File: config.mk
export PLATFORM = sky130hd
export DESIGN_NAME = alu_seq
export DESIGN_NICKNAME = d
export VERILOG_FILES = /design/src/rtl/alu_seq.sv
export SDC_FILE = /design/constraint.sdc
export NUM_CORES = 1
export LEC_CHECK = 0
export CAP_MARGIN = 20
export CORE_ASPECT_RATIO = 0.8
export CORE_MARGIN = 4
export CORE_UTILIZATION = 40
export CTS_BUF_LIST = sky130_fd_sc_hd__clkbuf_8
export DETAILED_ROUTE_END_ITERATION = 10
export PLACE_DENSITY = 0.63
export SYNTH_ARGS = -nofsm -noshare
export SYNTH_HDL_FRONTEND = slang
export SYNTH_SLANG_ARGS = --single-unit
File: constraint.sdc
create_clock -name clk -period 7.95 [get_ports clk]
set_input_delay 1.1925 -clock clk [delete_from_list [all_inputs] [get_ports clk]]
set_output_delay 1.1925 -clock clk [all_outputs]
set_load 0.02 [all_outputs]
File: src/rtl/alu_seq.sv
// rtl/alu_seq.sv - registered ALU with valid/ready handshakes and optional iterative multiplier
module alu_seq #(
  parameter int WIDTH  = 32,
  parameter int MUL_EN = 1,
  parameter int SH_W   = $clog2(WIDTH)
) (
  input  logic             clk,
  input  logic             rst,
  input  logic             in_valid,
  output logic             in_ready,
  input  logic [WIDTH-1:0] op1,
  input  logic [WIDTH-1:0] op2,
  input  logic [3:0]       alu_ctrl,
  output logic             out_valid,
  input  logic             out_ready,
  output logic [WIDTH-1:0] result,
  output logic             zero,
  output logic             overflow,
  output logic             busy
);

  localparam logic [3:0] OP_AND  = 4'b0000;
  localparam logic [3:0] OP_OR   = 4'b0001;
  localparam logic [3:0] OP_ADD  = 4'b0010;
  localparam logic [3:0] OP_XOR  = 4'b0011;
  localparam logic [3:0] OP_SUB  = 4'b0110;
  localparam logic [3:0] OP_SLTU = 4'b0111;
  localparam logic [3:0] OP_SLT  = 4'b1000;
  localparam logic [3:0] OP_SLL  = 4'b1001;
  localparam logic [3:0] OP_SRL  = 4'b1010;
  localparam logic [3:0] OP_SRA  = 4'b1011;
  localparam logic [3:0] OP_NOR  = 4'b1100;
  localparam logic [3:0] OP_MUL  = 4'b1101;

  typedef enum logic [1:0] {S_IDLE, S_MUL, S_DONE} state_t;

  state_t            r_state;
  logic [WIDTH-1:0]  r_result;
  logic              r_ovf;
  logic              r_out_valid;
  logic              r_busy;
  logic [WIDTH-1:0]  r_mcand;
  logic [WIDTH-1:0]  r_mplier;
  logic [WIDTH-1:0]  r_acc;
  logic [SH_W-1:0]   r_cnt;

  logic [SH_W-1:0]         w_sh;
  logic [WIDTH-1:0]        w_sum;
  logic [WIDTH-1:0]        w_diff;
  logic signed [WIDTH-1:0] w_sra;
  logic [WIDTH-1:0]        w_alu_res;
  logic                    w_alu_ovf;
  logic                    w_accept;
  logic                    w_use_mul;
  logic [WIDTH-1:0]        w_acc_next;
  logic                    w_last;

  assign in_ready  = (r_state == S_IDLE) || ((r_state == S_DONE) && out_ready);
  assign w_accept  = in_valid && in_ready;
  assign w_use_mul = (MUL_EN != 0) && (alu_ctrl == OP_MUL);

  assign w_sh   = op2[SH_W-1:0];
  assign w_sum  = op1 + op2;
  assign w_diff = op1 - op2;
  assign w_sra  = $signed(op1) >>> w_sh;

  // MUL never reaches this decode when enabled, so it falls to the default (0) when MUL_EN=0
  always_comb begin
    w_alu_res = '0;
    w_alu_ovf = 1'b0;
    case (alu_ctrl)
      OP_AND:  w_alu_res = op1 & op2;
      OP_OR:   w_alu_res = op1 | op2;
      OP_XOR:  w_alu_res = op1 ^ op2;
      OP_NOR:  w_alu_res = ~(op1 | op2);
      OP_ADD: begin
        w_alu_res = w_sum;
        w_alu_ovf = (op1[WIDTH-1] == op2[WIDTH-1]) && (w_sum[WIDTH-1] != op1[WIDTH-1]);
      end
      OP_SUB: begin
        w_alu_res = w_diff;
        w_alu_ovf = (op1[WIDTH-1] != op2[WIDTH-1]) && (w_diff[WIDTH-1] != op1[WIDTH-1]);
      end
      OP_SLTU: w_alu_res = {{(WIDTH-1){1'b0}}, (op1 < op2)};
      OP_SLT:  w_alu_res = {{(WIDTH-1){1'b0}}, ($signed(op1) < $signed(op2))};
      OP_SLL:  w_alu_res = op1 << w_sh;
      OP_SRL:  w_alu_res = op1 >> w_sh;
      OP_SRA:  w_alu_res = w_sra;
      default: w_alu_res = '0;
    endcase
  end

  assign w_acc_next = r_acc + (r_mplier[0] ? r_mcand : '0);
  assign w_last     = (r_cnt == SH_W'(WIDTH - 1));

  always_ff @(posedge clk or posedge rst) begin
    if (rst) begin
      r_state     <= S_IDLE;
      r_result    <= '0;
      r_ovf       <= 1'b0;
      r_out_valid <= 1'b0;
      r_busy      <= 1'b0;
      r_mcand     <= '0;
      r_mplier    <= '0;
      r_acc       <= '0;
      r_cnt       <= '0;
    end else begin
      case (r_state)
        S_IDLE, S_DONE: begin
          if (w_accept) begin
            if (w_use_mul) begin
              r_mcand     <= op1;
              r_mplier    <= op2;
              r_acc       <= '0;
              r_cnt       <= '0;
              r_busy      <= 1'b1;
              r_out_valid <= 1'b0;
              r_state     <= S_MUL;
            end else begin
              r_result    <= w_alu_res;
              r_ovf       <= w_alu_ovf;
              r_out_valid <= 1'b1;
              r_state     <= S_DONE;
            end
          end else if ((r_state == S_DONE) && out_ready) begin
            r_out_valid <= 1'b0;
            r_state     <= S_IDLE;
          end
        end
        S_MUL: begin
          r_acc    <= w_acc_next;
          r_mcand  <= r_mcand << 1;
          r_mplier <= r_mplier >> 1;
          r_cnt    <= r_cnt + 1'b1;
          if (w_last) begin
            r_result    <= w_acc_next;
            r_ovf       <= 1'b0;
            r_busy      <= 1'b0;
            r_out_valid <= 1'b1;
            r_state     <= S_DONE;
          end
        end
        default: r_state <= S_IDLE;
      endcase
    end
  end

  assign result    = r_result;
  assign overflow  = r_ovf;
  assign out_valid = r_out_valid;
  assign busy      = r_busy;
  assign zero      = (r_result == '0);

endmodule

# Word level (Yosys, flattened, before mapping)
# Index checks and enable logic that the tools add are counted.
[totals]
reg_bits = 138
inputBits = 72
out_inout_bits = 37
elab_cells = 96
[classes]
addsub = 4
magnitude_cmp = 2
n_eq_ne = 23
n_shift = 3
n_mux = 36
bitwise = 4
n_reduce_logical = 15
[ops]
columns = ["operator", "count"]
rows = [
  ["32-bit case mux with 11 select lines", 1],
  ["32-bit 2-to-1 mux", 10],
  ["32-bit case mux with 2 select lines", 4],
  ["32-bit adder", 2],
  ["32-bit < comparator", 2],
  ["32-bit AND", 1],
  ["32-bit logical NOT", 1],
  ["32-bit inverter", 1],
  ["32-bit OR", 1],
  ["32-bit by 5-bit left shift with 32-bit output", 1],
  ["32-bit by 5-bit >> shifter with 32-bit output", 1],
  ["32-bit by 5-bit >>> shifter with 32-bit output", 1],
  ["32-bit subtractor", 1],
  ["32-bit XOR", 1],
  ["4-bit == test (second input constant)", 6],
  ["5-bit 2-to-1 mux", 2],
  ["5-bit case mux with 2 select lines", 1],
  ["1-bit 2-to-1 mux", 9],
  ["4-bit by 2-bit == test with 1-bit output (second input constant)", 2],
  ["4-bit by 3-bit == test with 1-bit output (second input constant)", 2],
  ["2-bit 2-to-1 mux", 4],
  ["2-bit != test (second input constant)", 4],
  ["1-bit case mux with 2 select lines", 4],
  ["4-bit AND reduction", 2],
  ["other kinds (17)", 23],
]

# Depth between registers and ports, before layout
# Gate-level depths: netlist of run 1.
[depth]
ltp_word = 7
mapped_depth = 15
depth_no_buf = 13

# Worst setup path before layout of run 1
# No wires, ideal clock.
[synth_path]
kind = "input-to-reg"
startpoint = "in op2[1]"
endpoint = "reg r_result[17], in the netlist result[17]"
setup_ns = 0.119
arrival_ns = 4.822
required_ns = 7.831
path_slack_ns = 3.009
stages = 15
path_buffers = 4
path_cell_list = "buf_2 inv_1 buf_2 buf_1 clkbuf_1 ha_1 or2_2 a221oi_1 a211o_2 nor2_2 o311a_1 a221o_1 a2111oi_1 o211ai_1 o21a_1"
[synth_via]
elab_chain_cells = 5
elab_cells_between_ends = 9
cone_classes = "add/sub: 2; shift: 3; mux: 4"
[synth_lines]
columns = ["item", "line", "rtl"]
rows = [
  ["from (decl)", "12", "input logic [WIDTH-1:0] op2,"],
  ["32-bit subtractor (tied with other cells)", "64", "assign w_diff = op1 - op2;"],
  ["32-bit case mux with 11 select lines (*)", "71", "case (alu_ctrl)"],
  ["32-bit 2-to-1 mux (*)", "111", "if (w_use_mul) begin"],
  ["32-bit 2-to-1 mux (*)", "110", "if (w_accept) begin"],
  ["32-bit case mux with 2 select lines (*)", "108", "case (r_state)"],
  ["to (signal assigned)", "120", "r_result <= w_alu_res;"],
  ["to (signal assigned)", "136", "r_result <= w_acc_next;"],
  ["to (decl)", "38", "logic [WIDTH-1:0] r_result;"],
]
# Mark *: on every way between the ends. The rest lies on a longest branch, timed or not. The select of a mux whose other input is x is not followed.
# A chain may end at the register's enable or synchronous reset.

# Final worst setup path of run 1
[layout_path]
startpoint = "in op1[0]"
endpoint = "reg r_result[26], in the netlist result[26]"
[layout_via]
elab_chain_cells = 5
elab_cells_between_ends = 9
cone_classes = "add/sub: 2; shift: 3; mux: 4"
[layout_lines]
columns = ["item", "line", "rtl"]
rows = [
  ["from (decl)", "11", "input logic [WIDTH-1:0] op1,"],
  ["32-bit subtractor (tied with other cells)", "64", ""],
  ["32-bit case mux with 11 select lines (*)", "71", ""],
  ["32-bit 2-to-1 mux (*)", "111", ""],
  ["32-bit 2-to-1 mux (*)", "110", ""],
  ["32-bit case mux with 2 select lines (*)", "108", ""],
]
# Marked as above.

==> results of run 1 <==
## sequential cells by signal (all words and copies together) (netlist names)
signal     cells
r_state        2
r_mplier      32
r_mcand       32
busy           1
r_cnt          5
result        32
overflow       1
r_acc         32
out_valid      1
## tightest hold or removal path, stage by stage, from the launching register on
cell,delay (ns)
sky130_fd_sc_hd__dfrtp_1,0.35
sky130_fd_sc_hd__nand2_1,0.05
sky130_fd_sc_hd__o21ai_0,0.06
## through the flow
step | hold slack [ns] | cell area (um2) | utilization | setup WS, ns | instances
after floorplan | 0.449 | 16900 | - | 3.01 | 2139
after global placement | 0.456 | 18400 | 0.439 | 2.31 | 2672
after detailed placement | 0.468 | 18400 | 0.439 | 2.30 | 2672
after CTS | 0.488 | 18800 | 0.449 | 2.86 | 2704
after global routing | 0.509 | 18800 | 0.450 | 2.53 | 2705
final | 0.479 | 18800 | 0.450 | 2.64 | 2706
## cells in the final DEF, fill, tap and decap left out, drive strengths merged, types with 15 or more instances in the layout
cell type,netlist,final
nor2b,19,19
mux2i,105,105
o211ai,32,32
nor2,166,166
inv,107,111
o221ai,20,20
o22ai,18,18
a22oi,19,19
nor4,19,19
xnor2,20,20
ha,133,133
a221o,22,22
nor3,32,32
a31oi,23,23
mux4,52,52
clkbuf,117,19
nand2,289,289
clkdlybuf4s50,0,104
xor2,15,15
and2,38,38
a221oi,41,41
a211oi,28,28
nand3,30,30
and3,19,19
nand2b,19,19
a21o,24,24
dfrtp,138,138
a21oi,115,115
nand4,16,16
o21ai,190,190
a2111oi,15,15
mux2,26,26
buf,47,41
## routing by layer
metal | vias to the layer above | part of all wire | track usage
li1 | 7964 | - | -
met1 | 8822 | 0.45 | 0.463
met2 | 966 | 0.43 | 0.473
met3 | 115 | 0.089 | 0.0590
met4 | 0 | 0.036 | 0.110
met5 | - | 0 | 0
## worst max path at each step
stage                      end  startpoint  slack [ns]
global route        result[28]      op2[0]        2.53
global placement    result[28]      op2[0]        2.31
detailed placement  result[27]      op1[6]        2.30
finish              result[26]      op1[0]        2.64
floorplan           result[17]      op2[1]        3.01
CTS                 result[28]      op2[0]        2.86
## cell type report
class / instances / share of cell area
multi-input cells: 1728 / 0.663
flip-flops and latches: 138 / 0.184
repair buffers: 146 / 0.0722
well taps: 552 / 0.0367
inverters: 109 / 0.0220
clock buffers: 18 / 0.0132
clock inverters: 14 / 0.00911
diodes: 1 / 0.000133
## power breakdown
group          internal, W  switching, W
clock             0.000320      0.000348
sequential        0.000989      0.000251
combinational     0.000852       0.00128
## logic make-up (layout without fill, tap and decap cells)
kind of cell	after synthesis	in the layout	share of synthesized area
AO/OA/AOI/OAI	689	689	0.277
AND/OR/NAND/NOR	685	685	0.186
buffers and inverters	273	287	0.0646
multiplexers	183	183	0.149
flip-flops	138	138	0.204
adder cells (fa/ha/maj)	136	136	0.102
XOR/XNOR	35	35	0.0181
other	0	1	0
==> impl.org, run 1 <==
** Timing
- The hold violation count in the final report came to 0.
- Worst slew margin :: 0.187
- Of the available clock period, the critical path in the final layout requires 0.668.
- Timing would allow up to 0.188 GHz.
- Unrepaired setup endpoints after global routing :: false
- Minimum period implied by the final worst setup slack :: 5.31 ns
- Final-layout setup total negative slack :: 0 ns
- For the pin with the worst max-slew slack, the measured transition is 1.20 ns.
- The final count of pins violating max slew is 0.
- Number of setup violations in the final report :: 0
- Skew final :: 0.0232 ns

** Logic synthesis
- After synthesis the netlist holds a flip-flop and latch count of 138.
- Ranked by total cell area, the synthesized netlist is headed by sky130_fd_sc_hd__dfrtp_1 (20%), sky130_fd_sc_hd__ha_1 (9.8%), sky130_fd_sc_hd__mux4_2 (6.9%).
- Yosys mapped a number of flops with a built-in enable equal to 0.
- Sequential element share of the synthesized area :: 0.204
- Area of the mapped netlist :: 0.0169 mm2
- Most frequent cells after synthesis :: sky130_fd_sc_hd__nand2_1 (289), sky130_fd_sc_hd__o21ai_0 (187), sky130_fd_sc_hd__nor2_1 (165)
- Synthesis produced a netlist whose cell count is 2139.
- Synth warnings :: 0
- When the netlist entered floorplanning its net count stood at 2347.
- Flip-flop cell with the highest count after synthesis :: sky130_fd_sc_hd__dfrtp_1
- Unique cell type count in the Yosys netlist :: 95
- Share of the synthesized area in the top cell type :: 0.204
- A synthesized cell averages 7.91 um2.
- Count leader, synth :: sky130_fd_sc_hd__nand2_1
- Of all flip-flops after synthesis, the portion carrying an async set or reset was 1.00.
- Cell type contributing the most total cell area after synthesis :: sky130_fd_sc_hd__dfrtp_1

** Worst setup path
- The critical path is of the in -> reg type.
- Crit-path leading delay family :: compound AO/OA/AOI/OAI gates
- Crit Path Max Fanout :: 6
- Largest stage delay on the critical path :: 0.82 ns
- The critical path contains buffers and inverters numbering 3 combined.
- In this run the register-to-register setup slack is 3.39 ns.
- STA classifies the critical path startpoint as a primary input.
- At the worst endpoint, the required time is 8.32 ns.
- Endpoint of the most critical register-to-register path :: result[18]
- Launching point of the worst reg2reg path :: r_mplier[0]
- Number of logic stages on the critical path including buffering :: 14
- STA classifies the critical path endpoint as a register.
- For the worst setup path, the data arrival time is 5.68 ns.
- On the critical path, the stage with the largest delay is an instance of sky130_fd_sc_hd__o311ai_0.
- For the worst flop-to-flop path, the logic depth is 12.
- Traced cell by cell, the critical path runs through clkdlybuf4s50_1 > inv_1 > ha_1 > inv_1 > fa_1 > nor2b_1 > o311ai_0 > a211oi_1 > o311ai_1 > nand2_1 > a21boi_1 > o221ai_1 > a2111oi_2 > a21oi_1.
- Critical Path Most Common Cell :: sky130_fd_sc_hd__inv_1

** Clock network
- Clock latency on the worst-skew pair, taken at its later pin, is 0.54 ns.
- Root buffer cell :: sky130_fd_sc_hd__clkbuf_8
- Clock tree synthesis found a total of 138 sinks.
- Quantity of gates resized following cts :: 0
- Number of buffers created by CTS :: 17
- In this run the number of H-tree levels came out at 4.
- The number of setup buffers added after CTS is 0.
- CTS tree :: done
- Clock slew seen by the registers of the worst setup and hold paths :: 0.11 ns
- The number of hold buffers added after CTS was 0.
- Buffer depth of the longest clock path :: 2

** Place
- HPWL after detailed placement :: 55.2 mm
- At the end of routability-driven placement, the weighted congestion stood at 1.02.
- During placement, the flow inserted port buffers numbering 108.

** Hold path
- The worst hold path was traced through 2 stages.
- Min-delay worst type :: reg -> reg
- The worst hold path terminates at r_mplier[16].
- In this run the most critical hold path is launched from r_mplier[17].

** Floorplan
- Placement row count :: 67
- Chip height :: 192 um
- Placeable Area :: 0.0418 mm2
- The initial utilization of the core area, before any placement, comes to 0.405.
- During I/O placement, the number of pins put on the boundary was 109.
- Die W :: 238 um
- Overall die area :: 0.0457 mm2

** Outcome
- Outcome :: finished clean

** Global route
- Across every metal layer, demand over resource in global routing totals 0.318.
- Overall overflow remaining after global route :: 0
- First-pass GRT wire length :: 110 mm
- Vias in the first global route :: 16600
- The number of antenna violations at the first check in global routing is 1.
- Maximum number of pins on one net before global-route repair :: 163

** Run
- Max Cap Viol :: 0

** Final layout
- Compared with the post-synthesis result, the final layout area differs by 11.1%.
- Final Net Count :: 2348
- Fill cell total of the finished layout :: 4237
- The sequential cells in the finished layout cover a total of 0.00345 mm2.
- Area taken by multi-input logic gates :: 0.0125 mm2
- Of the cells placed in the final design, the portion with a size suffix greater than 1 is 0.0915.

** Routing
- In the final routed layout, each cell accounts on average for 27.5 um.
- Vias per inst :: 6.60
- Total via count after detailed routing :: 17900
- For this block, the initial DRC count from the detailed router was 2664.
- For this run, design rule violations remaining after detail routing come to 0.
- Once detail routing completed, the nets flagged for antenna violations numbered 0.
- Total Routed Length :: 74.5 mm
- Drt first pass iters :: 5

** Power
- VDD sags by at most 0.160 mV.
- Power density over the cells :: 215 mW/mm2
- Total leakage power :: 7.66 nW
- Overall power consumption after layout is estimated at 0.00404 W.
No activity file was read; power rests on OpenSTA's default activity.
==> inputs of run 2 (changes only) <==
--- a/config.mk
+++ b/config.mk
@@ -11,7 +11,7 @@
 export CORE_UTILIZATION = 40
 export CTS_BUF_LIST = sky130_fd_sc_hd__clkbuf_8
 export DETAILED_ROUTE_END_ITERATION = 10
-export PLACE_DENSITY = 0.63
+export PLACE_DENSITY = 0.65
 export SYNTH_ARGS = -nofsm -noshare
 export SYNTH_HDL_FRONTEND = slang
 export SYNTH_SLANG_ARGS = --single-unit
==> constraint.sdc (replaced) <==
create_clock -name clk -period 4.4 [get_ports clk]
set_input_delay 0.66 -clock clk [delete_from_list [all_inputs] [get_ports clk]]
set_output_delay 0.66 -clock clk [all_outputs]
set_load 0.02 [all_outputs]
==> run 2 against run 1 <==
Power rose by 84%. Final cell count grew 5.2%. Clock skew grew 0.0069 ns.
==> impl.org, run 2 (synthesis results as in run 1) <==
** Outcome
- Outcome :: finished clean

** Timing
- Between clock sinks in the finished design, the worst skew comes to 0.0302 ns.
- Headroom to the max-slew limit came out at 0.170.
- Unrepaired setup endpoints after global routing :: false
- Max Transition Viols Final :: 0
- Tightest hold margin :: 0.480 ns
- Setup violations remaining at the end of the flow were counted as 0.
- Of the available clock period, the critical path in the final layout requires 0.925.
- Final Hold Vio Count :: 0
- Final-layout setup total negative slack :: 0 ns
- Maximum clock frequency :: 0.246 GHz
- Worst slew pin tran :: 1.24 ns
- Minimum period implied by the final worst setup slack :: 4.07 ns

** Clock network
- Post-CTS timing repair inserted 0 buffers for setup.
- The longest clock path from root to sink contains 2 buffers.
- TritonCTS built the clock tree.
- Clock-pin slew was measured on the worst setup and hold paths at 0.10 ns.
- The cell sitting at the root of the clock tree is a sky130_fd_sc_hd__clkbuf_8.
- In this run, CTS created clock tree buffers numbering 17.
- Counting every sink on the clock net gives 138.
- At the later pin of the worst-skew pair, clock insertion delay measures 0.55 ns.
- Quantity of gates resized following cts :: 0
- The clock tree synthesis step divided the H-tree into 4 levels.
- After clock tree synthesis, the flow added hold-fix buffers numbering 0.

** Worst setup path
- The worst setup path is of the reg -> reg kind.
- Worst endpoint required time :: 4.87 ns
- Critical path arrival :: 4.54 ns
- Critical Path Sink Type :: register
- The worst setup path is launched from a register.
- Of all nets on the critical path, the largest fanout is 32.

** Routing
- After detailed routing, the number of remaining DRC violations is 0.
- For this block, the via count after detailed routing is 18300.
- Vias per inst :: 6.44
- In this run the remaining antenna-violating nets after routing total 0.
- After detailed routing, the average wire length per cell comes to 27.3 um.
- Number of design-rule violations left by the first detailed-router iteration :: 2414
- For this run, the detailed router's first-pass iteration total came to 6.
- The final layout contains routed wiring with a total length of 77.8 mm.

** Final layout
- Post-synthesis to final-layout area growth :: 18.2%
- Count of antenna diodes in the layout :: 0
- Commonest non-fill, non-tap cells in the layout :: sky130_fd_sc_hd__nand2_1 (289), sky130_fd_sc_hd__o21ai_0 (187), sky130_fd_sc_hd__buf_4 (171)
- After the flow finishes, the layout carries non-filler instances totaling 2848.
- In the final layout, the share of cells above drive strength 1 is 0.148.
- Most common cell after layout, fill and taps aside :: sky130_fd_sc_hd__nand2_1
- Measured on the finished design, the core utilization comes to 0.478.
- Final Net Count :: 2492

** Place
- Number of instances in the placed design :: 2817
- Buffers placed on the I/O ports in this run total 108.
- The wire-length estimate of the detail-placed layout is 59.3 mm.
- At the end of routability-driven placement, the weighted congestion stood at 1.02.

** Hold path
- Min-delay worst type :: reg -> reg

** Floorplan
- During I/O placement, the number of pins put on the boundary was 109.
- Overall die area :: 0.0457 mm2
- Placeable Area :: 0.0418 mm2
- The initial utilization of the core area, before any placement, comes to 0.405.
- Placement row count :: 67
- The floorplan step set the die height to 192 um.
- Die W :: 238 um

** Power
- The analysis attributes to cell leakage a power of 8.40 nW.
- In this run the power density over the cells is 372 mW/mm2.
- The worst-case IR drop observed on VDD is 0.233 mV.

** Run
- Max Cap Viol :: 0

** Global route
- Vias in the first global route :: 17400
- Maximum number of pins on one net before global-route repair :: 163
- Across every metal layer, demand over resource in global routing totals 0.333.
- Antenna violations before repair :: 2
- Overall overflow remaining after global route :: 0
- The first global-routing pass estimated 115 mm of wire.
==> run 2: cell types whose count changed in the layout (fill, tap and decap cells not counted), sizes merged <==
cell / delta
buf: +145
inv: -2
bufinv: -1
clkinv: +1
diode: -1
==> run 2: area by class of cell <==
cell class | instances | area, um2
Fill cell | 4074 | 21800
Multi-Input combinational cell | 1728 | 12500
Sequential cell | 138 | 3450
Timing Repair Buffer | 290 | 2580
Tap cell | 552 | 691
Inverter | 109 | 414
Clock buffer | 19 | 262
Clock inverter | 12 | 141
==> run 2: power by group <==
part	switching [W]	internal, W	total [W]	leakage [nW]
registers	0.000389	0.00179	0.00218	1.69
logic	0.00241	0.00168	0.00409	6.51
clock network	0.000644	0.000536	0.00118	0.199
total	0.00344	0.00401	0.00745	8.40
==> run 2: worst max-delay path: stages, from the launching register on <==
cell	delay, ns
sky130_fd_sc_hd__dfrtp_1	0.39
sky130_fd_sc_hd__buf_4	0.22
sky130_fd_sc_hd__and2_1	0.20
sky130_fd_sc_hd__fa_1	0.43
sky130_fd_sc_hd__a211oi_1	0.45
sky130_fd_sc_hd__o21ai_0	0.27
sky130_fd_sc_hd__a41oi_1	0.42
sky130_fd_sc_hd__o22ai_1	0.29
sky130_fd_sc_hd__buf_4	0.24
sky130_fd_sc_hd__a21oi_1	0.24
sky130_fd_sc_hd__o21ai_0	0.18
sky130_fd_sc_hd__xor2_1	0.40
sky130_fd_sc_hd__a221oi_1	0.16
sky130_fd_sc_hd__nor2_1	0.12
==> run 2: through the flow <==
step	cell area, um2	worst slack [ns]	power, W
3_5_place_dp	19600	-0.109	0.00619
5_1_grt	20000	0.0988	0.00795
2_1_floorplan	16900	0.0438	0.00473
4_1_cts	20000	0.437	0.00740
6_report	20000	0.331	0.00745
3_3_place_gp	19600	-0.0790	0.00608
==> run 2: metal layers <==
layer | track usage | part of all wire
met5 | 0 | 0.00054
met2 | 0.484 | 0.42
met1 | 0.482 | 0.45
met4 | 0.116 | 0.038
met3 | 0.0821 | 0.093
==> run 2: worst paths after layout <==
kind / slack (ns) / end / depth (start not counted) / startpoint
min in group asynchronous: 0.61 / r_mcand[30] / 2 / rst
max in group asynchronous: 3.04 / r_mplier[3] / 3 / rst
worst max register to register: 0.33 / result[24] / 13 / r_mplier[0]
worst max-delay path: 0.33 / result[24] / 13 / r_mplier[0]
worst min-delay path: 0.48 / r_mplier[25] / 2 / r_mplier[26]
worst min register to register: 0.48 / r_mplier[25] / 2 / r_mplier[26]
